<file path="src/rtl/pbuf_loader_pkg.sv">
// pbuf_loader shared types and sizing.
// Optional bias-gradient path: PBUF_BIAS_ACC_EN.
package pbuf_loader_pkg;

  function automatic int bw(input int n);
    return (n <= 1) ? 1 : $clog2(n);
  endfunction

  localparam int DATA_W    = 8;
  localparam int BATCH     = 32;
  localparam int DDR_W     = DATA_W * BATCH;
  localparam int RES_W     = DATA_W + bw(BATCH);
  localparam int PE_NUM    = 32;
  localparam int POOL      = 2;
  localparam int UNIT_N    = POOL * POOL;
  localparam int BUF_DEPTH = 256;
  localparam int ADDR_W    = $clog2(BUF_DEPTH);
  localparam int CNT_W     = 12;
  localparam int ACC_LAT   = 6;
  localparam int LOOP_W    = 4;
  localparam int POS_W     = ADDR_W - 4;
  localparam int PS_W      = bw(POOL);
  localparam int UNIT_IW   = 2 * PS_W;

  typedef enum logic {
    PBUF_PARAM,
    PBUF_UPDATE
  } pbuf_mode_e;

  typedef enum logic [1:0] {
    ST_IDLE,
    ST_PARAM,
    ST_UPDATE,
    ST_FLUSH
  } pbuf_ld_state_e;

  typedef struct packed {
    logic [CNT_W-1:0]  trans_num;
    logic [ADDR_W-1:0] base;
    logic [LOOP_W-1:0] ch_num;
    logic [LOOP_W-1:0] pix_num;
    logic [LOOP_W-1:0] row_num;
    logic              depool;
    logic [PE_NUM-1:0] mask;
  } pbuf_conf_t;

endpackage

</file>
<file path="src/rtl/pbuf_loader_if.sv">
// DDR read streams and parameter/bias buffer write ports.
interface pbuf_loader_if;
  import pbuf_loader_pkg::*;

  logic [DDR_W-1:0]        ddr1_data;
  logic                    ddr1_valid;
  logic                    ddr1_ready;
  logic [DDR_W-1:0]        ddr2_data;
  logic                    ddr2_valid;
  logic                    ddr2_ready;
  logic [UNIT_N*DDR_W-1:0] pbuf_wr_data;
  logic [ADDR_W-1:0]       pbuf_wr_addr;
  logic [PE_NUM-1:0]       pbuf_wr_en;
  logic                    bbuf_acc_en;
  logic                    bbuf_acc_new;
  logic [ADDR_W-1:0]       bbuf_acc_addr;
  logic [RES_W-1:0]        bbuf_acc_data;

  modport master (
    input  ddr1_data, ddr1_valid,
    input  ddr2_data, ddr2_valid,
    output ddr1_ready, ddr2_ready,
    output pbuf_wr_data, pbuf_wr_addr, pbuf_wr_en,
    output bbuf_acc_en, bbuf_acc_new,
    output bbuf_acc_addr, bbuf_acc_data
  );

  modport slave (
    output ddr1_data, ddr1_valid,
    output ddr2_data, ddr2_valid,
    input  ddr1_ready, ddr2_ready,
    input  pbuf_wr_data, pbuf_wr_addr, pbuf_wr_en,
    input  bbuf_acc_en, bbuf_acc_new,
    input  bbuf_acc_addr, bbuf_acc_data
  );

endinterface

</file>
<file path="src/rtl/pbuf_loader.sv">
// DDR-to-parameter-buffer loader (param / update modes).
// `define PBUF_BIAS_ACC_EN adds the bias-gradient sum path.
module pbuf_loader
  import pbuf_loader_pkg::*;
(
  input  logic              clk,
  input  logic              rst,
  input  logic              start,
  output logic              done,
  input  logic              conf_mode,
  input  logic [CNT_W-1:0]  conf_trans_num,
  input  logic [ADDR_W-1:0] conf_base_addr,
  input  logic [LOOP_W-1:0] conf_ch_num,
  input  logic [LOOP_W-1:0] conf_pix_num,
  input  logic [LOOP_W-1:0] conf_row_num,
  input  logic              conf_depool,
  input  logic [PE_NUM-1:0] conf_mask,
  pbuf_loader_if.master     bus
);

`ifdef PBUF_BIAS_ACC_EN
  localparam int FLUSH_N = (ACC_LAT > 1) ? ACC_LAT - 1 : 1;
`else
  localparam int FLUSH_N = 1;
`endif

  pbuf_ld_state_e          state_q;
  pbuf_conf_t              cfg_q;
  pbuf_conf_t              conf_d;
  logic [CNT_W-1:0]        cnt_q;
  logic [LOOP_W-1:0]       ch_q;
  logic [LOOP_W-1:0]       pix_q;
  logic [LOOP_W-1:0]       row_q;
  logic [UNIT_N*DDR_W-1:0] wr_data_q;
  logic [ADDR_W-1:0]       wr_addr_q;
  logic [PE_NUM-1:0]       wr_en_q;

  logic                    hs;
  logic [LOOP_W-1:0]       step;
  logic [LOOP_W:0]         pix_ext;
  logic [LOOP_W:0]         row_ext;
  logic [LOOP_W:0]         pw;
  logic                    pix_wrap;
  logic                    row_wrap;
  logic                    ch_wrap;
  logic [UNIT_IW-1:0]      unit;
  logic [ADDR_W-1:0]       upd_off;
  logic [UNIT_N*DDR_W-1:0] upd_data;
  logic [PE_NUM-1:0]       upd_en;

  assign conf_d = '{
    trans_num: conf_trans_num,
    base:      conf_base_addr,
    ch_num:    conf_ch_num,
    pix_num:   conf_pix_num,
    row_num:   conf_row_num,
    depool:    conf_depool,
    mask:      conf_mask
  };

  // update mode: each stream is ready only when the other has data
  assign bus.ddr2_ready = (state_q == ST_PARAM) ||
                          (state_q == ST_UPDATE && bus.ddr1_valid);
  assign bus.ddr1_ready = (state_q == ST_UPDATE) && bus.ddr2_valid;

  assign hs = (state_q == ST_PARAM  && bus.ddr2_valid) ||
              (state_q == ST_UPDATE && bus.ddr1_valid && bus.ddr2_valid);

  assign done         = (state_q == ST_IDLE);
  assign bus.pbuf_wr_data = wr_data_q;
  assign bus.pbuf_wr_addr = wr_addr_q;
  assign bus.pbuf_wr_en   = wr_en_q;

  always_comb begin
    step     = cfg_q.depool ? LOOP_W'(POOL) : LOOP_W'(1);
    pix_ext  = {1'b0, cfg_q.pix_num};
    row_ext  = {1'b0, cfg_q.row_num};
    pix_wrap = ({1'b0, pix_q} + {1'b0, step}) > pix_ext;
    row_wrap = ({1'b0, row_q} + {1'b0, step}) > row_ext;
    ch_wrap  = (ch_q == cfg_q.ch_num);
    pw       = (pix_ext + {{LOOP_W{1'b0}}, 1'b1}) >> PS_W;
    unit     = {row_q[PS_W-1:0], pix_q[PS_W-1:0]};
    upd_off  = (ADDR_W'(ch_q) << POS_W)
             + ADDR_W'(row_q >> PS_W) * ADDR_W'(pw)
             + ADDR_W'(pix_q >> PS_W);
  end

  always_comb begin
    upd_data = {UNIT_N{bus.ddr1_data}};
    if (cfg_q.depool) begin
      for (int u = 0; u < UNIT_N; u++) begin
        for (int b = 0; b < BATCH; b++) begin
          upd_data[u*DDR_W + b*DATA_W +: DATA_W] =
            bus.ddr2_data[u*BATCH + b] ?
            bus.ddr1_data[b*DATA_W +: DATA_W] : '0;
        end
      end
    end
    for (int p = 0; p < PE_NUM; p++) begin
      upd_en[p] = cfg_q.mask[p] &&
                  (cfg_q.depool || unit == UNIT_IW'(p % UNIT_N));
    end
  end

  always_ff @(posedge clk or posedge rst) begin
    if (rst) begin
      state_q   <= ST_IDLE;
      cfg_q     <= '0;
      cnt_q     <= '0;
      ch_q      <= '0;
      pix_q     <= '0;
      row_q     <= '0;
      wr_data_q <= '0;
      wr_addr_q <= '0;
      wr_en_q   <= '0;
    end else begin
      wr_en_q <= '0;
      unique case (state_q)
        ST_IDLE: begin
          if (start) begin
            cfg_q   <= conf_d;
            cnt_q   <= '0;
            ch_q    <= '0;
            pix_q   <= '0;
            row_q   <= '0;
            state_q <= (pbuf_mode_e'(conf_mode) == PBUF_UPDATE) ?
                       ST_UPDATE : ST_PARAM;
          end
        end
        ST_PARAM: begin
          if (hs) begin
            wr_data_q <= {UNIT_N{bus.ddr2_data}};
            wr_addr_q <= cfg_q.base + cnt_q[ADDR_W-1:0];
            wr_en_q   <= cfg_q.mask;
            cnt_q     <= cnt_q + CNT_W'(1);
            if (cnt_q == cfg_q.trans_num) begin
              state_q <= ST_FLUSH;
              cnt_q   <= CNT_W'(FLUSH_N - 1);
            end
          end
        end
        ST_UPDATE: begin
          if (hs) begin
            wr_data_q <= upd_data;
            wr_addr_q <= cfg_q.base + upd_off;
            wr_en_q   <= upd_en;
            if (!ch_wrap) begin
              ch_q <= ch_q + LOOP_W'(1);
            end else begin
              ch_q <= '0;
              if (!pix_wrap) begin
                pix_q <= pix_q + step;
              end else begin
                pix_q <= '0;
                row_q <= row_q + step;
              end
            end
            if (ch_wrap && pix_wrap && row_wrap) begin
              state_q <= ST_FLUSH;
              cnt_q   <= CNT_W'(FLUSH_N - 1);
            end
          end
        end
        ST_FLUSH: begin
          if (cnt_q == '0) state_q <= ST_IDLE;
          else             cnt_q   <= cnt_q - CNT_W'(1);
        end
        default: state_q <= ST_IDLE;
      endcase
    end
  end

`ifdef PBUF_BIAS_ACC_EN
  logic signed [RES_W-1:0] sum_d;
  logic                    acc_hs;
  logic [ACC_LAT-1:0]      acc_en_q;
  logic [ACC_LAT-1:0]      acc_new_q;
  logic [ADDR_W-1:0]       acc_addr_q [ACC_LAT];
  logic [RES_W-1:0]        acc_data_q [ACC_LAT];

  assign acc_hs = hs && (state_q == ST_UPDATE);

  always_comb begin
    sum_d = '0;
    for (int b = 0; b < BATCH; b++) begin
      sum_d = sum_d +
        RES_W'($signed(bus.ddr1_data[b*DATA_W +: DATA_W]));
    end
  end

  // fixed-latency delay line aligning the sum with its channel tag
  always_ff @(posedge clk or posedge rst) begin
    if (rst) begin
      acc_en_q  <= '0;
      acc_new_q <= '0;
      for (int i = 0; i < ACC_LAT; i++) begin
        acc_addr_q[i] <= '0;
        acc_data_q[i] <= '0;
      end
    end else begin
      acc_en_q  <= {acc_en_q[ACC_LAT-2:0], acc_hs};
      acc_new_q <= {acc_new_q[ACC_LAT-2:0],
                    pix_q == '0 && row_q == '0};
      acc_addr_q[0] <= ADDR_W'(ch_q);
      acc_data_q[0] <= sum_d;
      for (int i = 1; i < ACC_LAT; i++) begin
        acc_addr_q[i] <= acc_addr_q[i-1];
        acc_data_q[i] <= acc_data_q[i-1];
      end
    end
  end

  assign bus.bbuf_acc_en   = acc_en_q[ACC_LAT-1];
  assign bus.bbuf_acc_new  = acc_new_q[ACC_LAT-1];
  assign bus.bbuf_acc_addr = acc_addr_q[ACC_LAT-1];
  assign bus.bbuf_acc_data = acc_data_q[ACC_LAT-1];
`else
  assign bus.bbuf_acc_en   = 1'b0;
  assign bus.bbuf_acc_new  = 1'b0;
  assign bus.bbuf_acc_addr = '0;
  assign bus.bbuf_acc_data = '0;
`endif

endmodule

</file>
<file path="src/flat_wrapper.sv">
// flat-port wrapper written by rule: the top's interface ports become plain ports
module pbuf_loader_flat import pbuf_loader_pkg::*;
  (clk, rst, start, done, conf_mode, conf_trans_num, conf_base_addr, conf_ch_num, conf_pix_num, conf_row_num, conf_depool, conf_mask, bus_ddr1_data, bus_ddr1_valid, bus_ddr2_data, bus_ddr2_valid, bus_ddr1_ready, bus_ddr2_ready, bus_pbuf_wr_data, bus_pbuf_wr_addr, bus_pbuf_wr_en, bus_bbuf_acc_en, bus_bbuf_acc_new, bus_bbuf_acc_addr, bus_bbuf_acc_data);
  pbuf_loader_if bus_i ();
  input  logic clk;
  input  logic rst;
  input  logic start;
  output logic done;
  input  logic conf_mode;
  input  logic [CNT_W-1:0] conf_trans_num;
  input  logic [ADDR_W-1:0] conf_base_addr;
  input  logic [LOOP_W-1:0] conf_ch_num;
  input  logic [LOOP_W-1:0] conf_pix_num;
  input  logic [LOOP_W-1:0] conf_row_num;
  input  logic conf_depool;
  input  logic [PE_NUM-1:0] conf_mask;
  input wire logic [$bits(bus_i.ddr1_data)-1:0] bus_ddr1_data;
  input wire logic [$bits(bus_i.ddr1_valid)-1:0] bus_ddr1_valid;
  input wire logic [$bits(bus_i.ddr2_data)-1:0] bus_ddr2_data;
  input wire logic [$bits(bus_i.ddr2_valid)-1:0] bus_ddr2_valid;
  output wire logic [$bits(bus_i.ddr1_ready)-1:0] bus_ddr1_ready;
  output wire logic [$bits(bus_i.ddr2_ready)-1:0] bus_ddr2_ready;
  output wire logic [$bits(bus_i.pbuf_wr_data)-1:0] bus_pbuf_wr_data;
  output wire logic [$bits(bus_i.pbuf_wr_addr)-1:0] bus_pbuf_wr_addr;
  output wire logic [$bits(bus_i.pbuf_wr_en)-1:0] bus_pbuf_wr_en;
  output wire logic [$bits(bus_i.bbuf_acc_en)-1:0] bus_bbuf_acc_en;
  output wire logic [$bits(bus_i.bbuf_acc_new)-1:0] bus_bbuf_acc_new;
  output wire logic [$bits(bus_i.bbuf_acc_addr)-1:0] bus_bbuf_acc_addr;
  output wire logic [$bits(bus_i.bbuf_acc_data)-1:0] bus_bbuf_acc_data;
  assign bus_i.ddr1_data = bus_ddr1_data;
  assign bus_i.ddr1_valid = bus_ddr1_valid;
  assign bus_i.ddr2_data = bus_ddr2_data;
  assign bus_i.ddr2_valid = bus_ddr2_valid;
  assign bus_ddr1_ready = bus_i.ddr1_ready;
  assign bus_ddr2_ready = bus_i.ddr2_ready;
  assign bus_pbuf_wr_data = bus_i.pbuf_wr_data;
  assign bus_pbuf_wr_addr = bus_i.pbuf_wr_addr;
  assign bus_pbuf_wr_en = bus_i.pbuf_wr_en;
  assign bus_bbuf_acc_en = bus_i.bbuf_acc_en;
  assign bus_bbuf_acc_new = bus_i.bbuf_acc_new;
  assign bus_bbuf_acc_addr = bus_i.bbuf_acc_addr;
  assign bus_bbuf_acc_data = bus_i.bbuf_acc_data;
  pbuf_loader u_core (.clk(clk), .rst(rst), .start(start), .done(done), .conf_mode(conf_mode), .conf_trans_num(conf_trans_num), .conf_base_addr(conf_base_addr), .conf_ch_num(conf_ch_num), .conf_pix_num(conf_pix_num), .conf_row_num(conf_row_num), .conf_depool(conf_depool), .conf_mask(conf_mask), .bus(bus_i));
endmodule
</file>
<file path="config.mk">
export PLATFORM = sky130hd
export DESIGN_NAME = pbuf_loader_flat
export DESIGN_NICKNAME = d
export VERILOG_FILES = /design/src/rtl/pbuf_loader_pkg.sv /design/src/rtl/pbuf_loader_if.sv /design/src/rtl/pbuf_loader.sv /design/src/flat_wrapper.sv
export SDC_FILE = /design/constraint.sdc
export NUM_CORES = 2
export LEC_CHECK = 0
export CAP_MARGIN = 20
export CORE_AREA = 3 3 646 648
export CTS_CLUSTER_SIZE = 14
export DETAILED_ROUTE_END_ITERATION = 7
export DIE_AREA = 0 0 649 651
export SYNTH_ARGS = -nofsm -noshare
export SYNTH_HDL_FRONTEND = slang
export SYNTH_SLANG_ARGS = --single-unit
</file>
<file path="constraint.sdc">
create_clock -name clk -period 82.5 [get_ports clk]
set_input_delay 8.25 -clock clk [delete_from_list [all_inputs] [get_ports clk]]
set_output_delay 8.25 -clock clk [all_outputs]
set_load 0.1 [all_outputs]
</file>
Yosys cells after proc, flatten, opt, wreduce, memory -nomap -nowiden
Cells that the tools add are included.
{"block": "word_totals", "regBits": 1155, "latchBits": 0, "ram_bits": 0, "romBits": 0, "output_inout_bits": 1090, "word_cells": 269, "mem_count": 0}
{"block": "op_classes", "add_sub_neg": 12, "n_mul": 1, "div_mod_pow": 0, "order_cmp": 2, "n_eq_ne": 17, "shifts": 0, "muxes": 166, "bitwise_logic": 0, "reduce_logical": 56}
{"op": "1024-bit 2-to-1 mux", "n": 3}
{"op": "1024-bit one-hot mux with 2 select lines", "n": 1}
{"op": "8-bit 2-to-1 mux", "n": 130}
{"op": "12-bit 2-to-1 mux", "n": 6}
{"op": "32-bit 2-to-1 mux", "n": 2}
{"op": "32-bit one-hot mux with 2 select lines", "n": 1}
{"op": "12-bit one-hot mux with 4 select lines", "n": 1}
{"op": "1-bit logical AND", "n": 38}
{"op": "4-bit 2-to-1 mux", "n": 9}
{"op": "8-bit adder", "n": 3}
{"op": "4-bit one-hot mux with 2 select lines", "n": 3}
{"op": "2-bit 2-to-1 mux", "n": 8}
{"op": "8-bit one-hot mux with 2 select lines", "n": 1}
{"op": "12-bit by 1-bit adder with 12-bit output (second input constant)", "n": 1}
{"op": "12-bit equality test", "n": 1}
{"op": "12-bit logical NOT", "n": 1}
{"op": "12-bit by 1-bit subtractor with 12-bit output (second input constant)", "n": 1}
{"op": "4-bit by 4-bit adder with 5-bit output", "n": 2}
{"op": "5-bit by 4-bit greater-than comparator with 1-bit output", "n": 2}
{"op": "2-bit by 1-bit inequality test with 1-bit output (second input constant)", "n": 5}
{"op": "5-bit AND reduction", "n": 2}
{"op": "4-bit adder", "n": 2}
{"op": "8-bit by 3-bit adder with 8-bit output", "n": 1}
{"op": "2-bit equality test (second input constant)", "n": 4}
{"op": "14 further kinds", "n": 26}

Logic depth before layout (Yosys ltp)
{"block": "logic_depth", "depth_word": 8, "mapped_depth": 18, "depth_no_buf": 18}

Worst setup path before layout
Ideal clock, no wire load.
{"block": "synth_timing", "path_kind": "in2out", "from": "input port bus_ddr2_valid", "to": "output port bus_ddr1_ready", "arrival_ps": 8987, "required_time_ps": 74250, "setup_slack_ps": 65263, "path_stages": 1, "n_path_buf": 0, "path_cell_list": "and2_1"}
{"block": "synth_via", "elab_chain_cells": 1}
{"item": "from (decl)", "line_no": "flat_wrapper.sv:20", "rtl": "input wire logic [$bits(bus_i.ddr2_valid)-1:0] bus_ddr2_valid;"}
{"item": "1-bit logical AND", "line_no": "pbuf_loader.sv:64", "rtl": "assign bus.ddr1_ready = (state_q == ST_UPDATE) && bus.ddr2_valid;"}
{"item": "to (decl)", "line_no": "flat_wrapper.sv:21", "rtl": "output wire logic [$bits(bus_i.ddr1_ready)-1:0] bus_ddr1_ready;"}
No other way between the ends.

Worst setup path in the final report
Same ends and word-level chain as after synthesis.

==> results.md <==
- CTS resizes: 0
- Crit. End Element: output pin
- Synthesized cell area: 50800 sq um
- Flop and latch count out of synthesis: 1155
- Post-synth top area cell: dfrtp_1
- Setup ws final: 64.15 ns
- Final worst path period share: 0.222
- I/O pin total: 1673
- # Post-CTS Setup Buffers: 0
- Crit path arrival time: 10.10 ns
- First-pass GRT wire length: 514000 um
- Pins over their slew limit: 0
- Hold-fix buffer count after cts: 0
- Top FF cell, synth: dfrtp_1
- Layout Nets: 7680
- Slew @ Worst Pin: 1.20 ns
- Finished Core Util: 0.188
- Initial antenna violation count: 85
- Worst hold path class: register to register
- Worst slew margin: 0.199
- Die W: 649 um
- CP Class: primary input to output pin
- Startpoint Class: primary input
- Wire length per cell after detailed routing: 32.2 um
- RSZ-0062 raised after global routing: false
- Synth top area share: 0.568
- # setup viols final: 0
- WHS: 0.471 ns
- Required time worst endpoint: 74.25 ns
- Area delta synth->final: 52.7%
- Worst skew pair latency: 0.88 ns
- Max cap viols: 0
- Max clock buf depth: 4
- Vias in the first global route: 48.0k
- Initial Utilization: 0.123
- Via density: 3.90
- Largest net degree at the start of global routing: 286
- Fill count: 45.9k
- Post-DRT Antenna Nets: 0
- Critical path peak fanout: 3
- Fmax: 54.5 MHz
- Die height: 651 um
- Cts bufs inserted: 155
- CTS sink cnt: 1155
- Final min period: 18.35 ns
- Post-route DRC: 0
- Core area: 413000 sq um
- Asr flop ratio synth: 1.00
- Final hold vios: 0
- Root Driver: clkbuf_16
- Post-synth EDFFs: 0
- Most frequent cells after synthesis: dfrtp_1, a21oi_1, nand2_1
- Layout cells sized above 1: 0.127
- Top cells by area, synth: dfrtp_1, a21oi_1, o21ai_0
- Clk slew on worst S/H paths: 0.06 ns
- Syn Inst Count: 5458
- Total die area: 422000 sq um
- Clock Skews: 0.0558 ns
- Mean post-synth cell area: 9.32 sq um
- Via count: 49.4k
- Routed wire length: 407000 um
- DR pass1 iterations: 6
- Detailed Route Iter0 Violations: 4934
- Dpl hpwl: 346000 um
- Routability congestion estimate from global placement: 0.959
- Most numerous cell in the Yosys netlist: dfrtp_1
- GR Util All Layers: 0.185
- Synth unique cells: 58
- Register area share after synthesis: 0.568
- Remaining global-route overflow: 0
- Setup TNS: 0 ns
- Port Buf Inserts: 1649
- Rows: 236
- Place WS: 64.14 ns
- H-tree Lvls: 4
- Ys Warns: 0
- Status: finished clean
- CTS tree: yes
## area by class of cell
type	instances	area, sq um	area share
well taps	5474	6850	0.0882
repair buffers	1738	15900	0.205
flip-flops and latches	1155	28900	0.372
clock inverters	56	722	0.00930
diodes	30	75.1	0.000967
inverters	66	263	0.00338
clock buffers	220	4560	0.0587
multi-input cells	3927	20300	0.262
## worst max-delay path, stage by stage
cell,delay (ns)
clkdlybuf4s50_1,0.49
and2_1,0.19
clkdlybuf4s50_1,1.16
## metrics by stage
stage,cells,cell area [sq um]
after floorplan,5480,50900
after global placement,12400,72300
after detailed placement,12400,72300
after CTS,12600,77600
after global routing,12700,77600
final,12700,77700
## placed cells by master, fill, tap and decap left out, types with 17 or more instances in the layout
cell,n
clkbuf_1,27
nor2b_1,236
clkbuf_16,160
nand2_1,1061
buf_12,17
a21oi_1,1055
buf_4,422
conb_1,23
xnor2_1,27
and2_1,39
mux2_2,68
diode_2,30
o21ai_0,1042
nor2_1,51
clkbuf_8,33
clkdlybuf4s50_1,1184
dfrtp_1,1154
inv_1,63
buf_2,109
o21a_1,114
ha_1,40
## cells by family (layout without fill, tap and decap cells)
family | Yosys count | after routing | share of synthesized area
flip-flops | 1155 | 1155 | 0.568
multiplexers | 76 | 76 | 0.0166
adder cells (fa/ha/maj) | 54 | 54 | 0.0152
buffers and inverters | 398 | 2080 | 0.0351
other | 1 | 53 | 0.0000738
AO/OA/AOI/OAI | 2286 | 2286 | 0.234
XOR/XNOR | 37 | 37 | 0.00637
AND/OR/NAND/NOR | 1451 | 1451 | 0.124
## layer usage
| metal | GRT usage | vias up | wire [um] |
|---|---|---|---|
| li1 | - | 22000 | - |
| met1 | 0.213 | 24500 | 155000 |
| met2 | 0.305 | 2422 | 192000 |
| met3 | 0.0807 | 485 | 44700 |
| met4 | 0.0650 | 8 | 15700 |
| met5 | 0 | - | 52 |
## sequential cells by signal, summed over array words and instances, names as in the netlist, 4 cells and up
register / flops
u_core.cfg_q: 65
u_core.bus.pbuf_wr_data: 1024
u_core.pix_q: 4
u_core.bus.pbuf_wr_en: 32
u_core.cnt_q: 12
u_core.row_q: 4
u_core.ch_q: 4
u_core.bus.pbuf_wr_addr: 8
## path summary, 6_finish.rpt
| check | from | end | slack (ns) | cells past startpoint |
|---|---|---|---|---|
| worst max-delay path | bus_ddr2_valid | bus_ddr1_ready | 64.15 | 3 |
| worst min-delay path | u_core.cfg_q[11]$_DFFE_PP0P_ | u_core.bus.pbuf_wr_en[11]$_DFF_PP0_ | 0.47 | 1 |
| worst max register to register | u_core.state_q[0]$_DFFE_PP0P_ | u_core.bus.pbuf_wr_data[968]$_DFFE_PP0P_ | 75.04 | 12 |
| worst min register to register | u_core.cfg_q[11]$_DFFE_PP0P_ | u_core.bus.pbuf_wr_en[11]$_DFF_PP0_ | 0.47 | 1 |
| max in group asynchronous | rst | u_core.bus.pbuf_wr_data[477]$_DFFE_PP0P_ | 69.99 | 7 |
| min in group asynchronous | rst | u_core.bus.pbuf_wr_data[75]$_DFFE_PP0P_ | 7.98 | 2 |
Power is left out: the tool's default activity adds up to more than one toggle a clock period on the data nets, which glitch-free logic cannot reach.
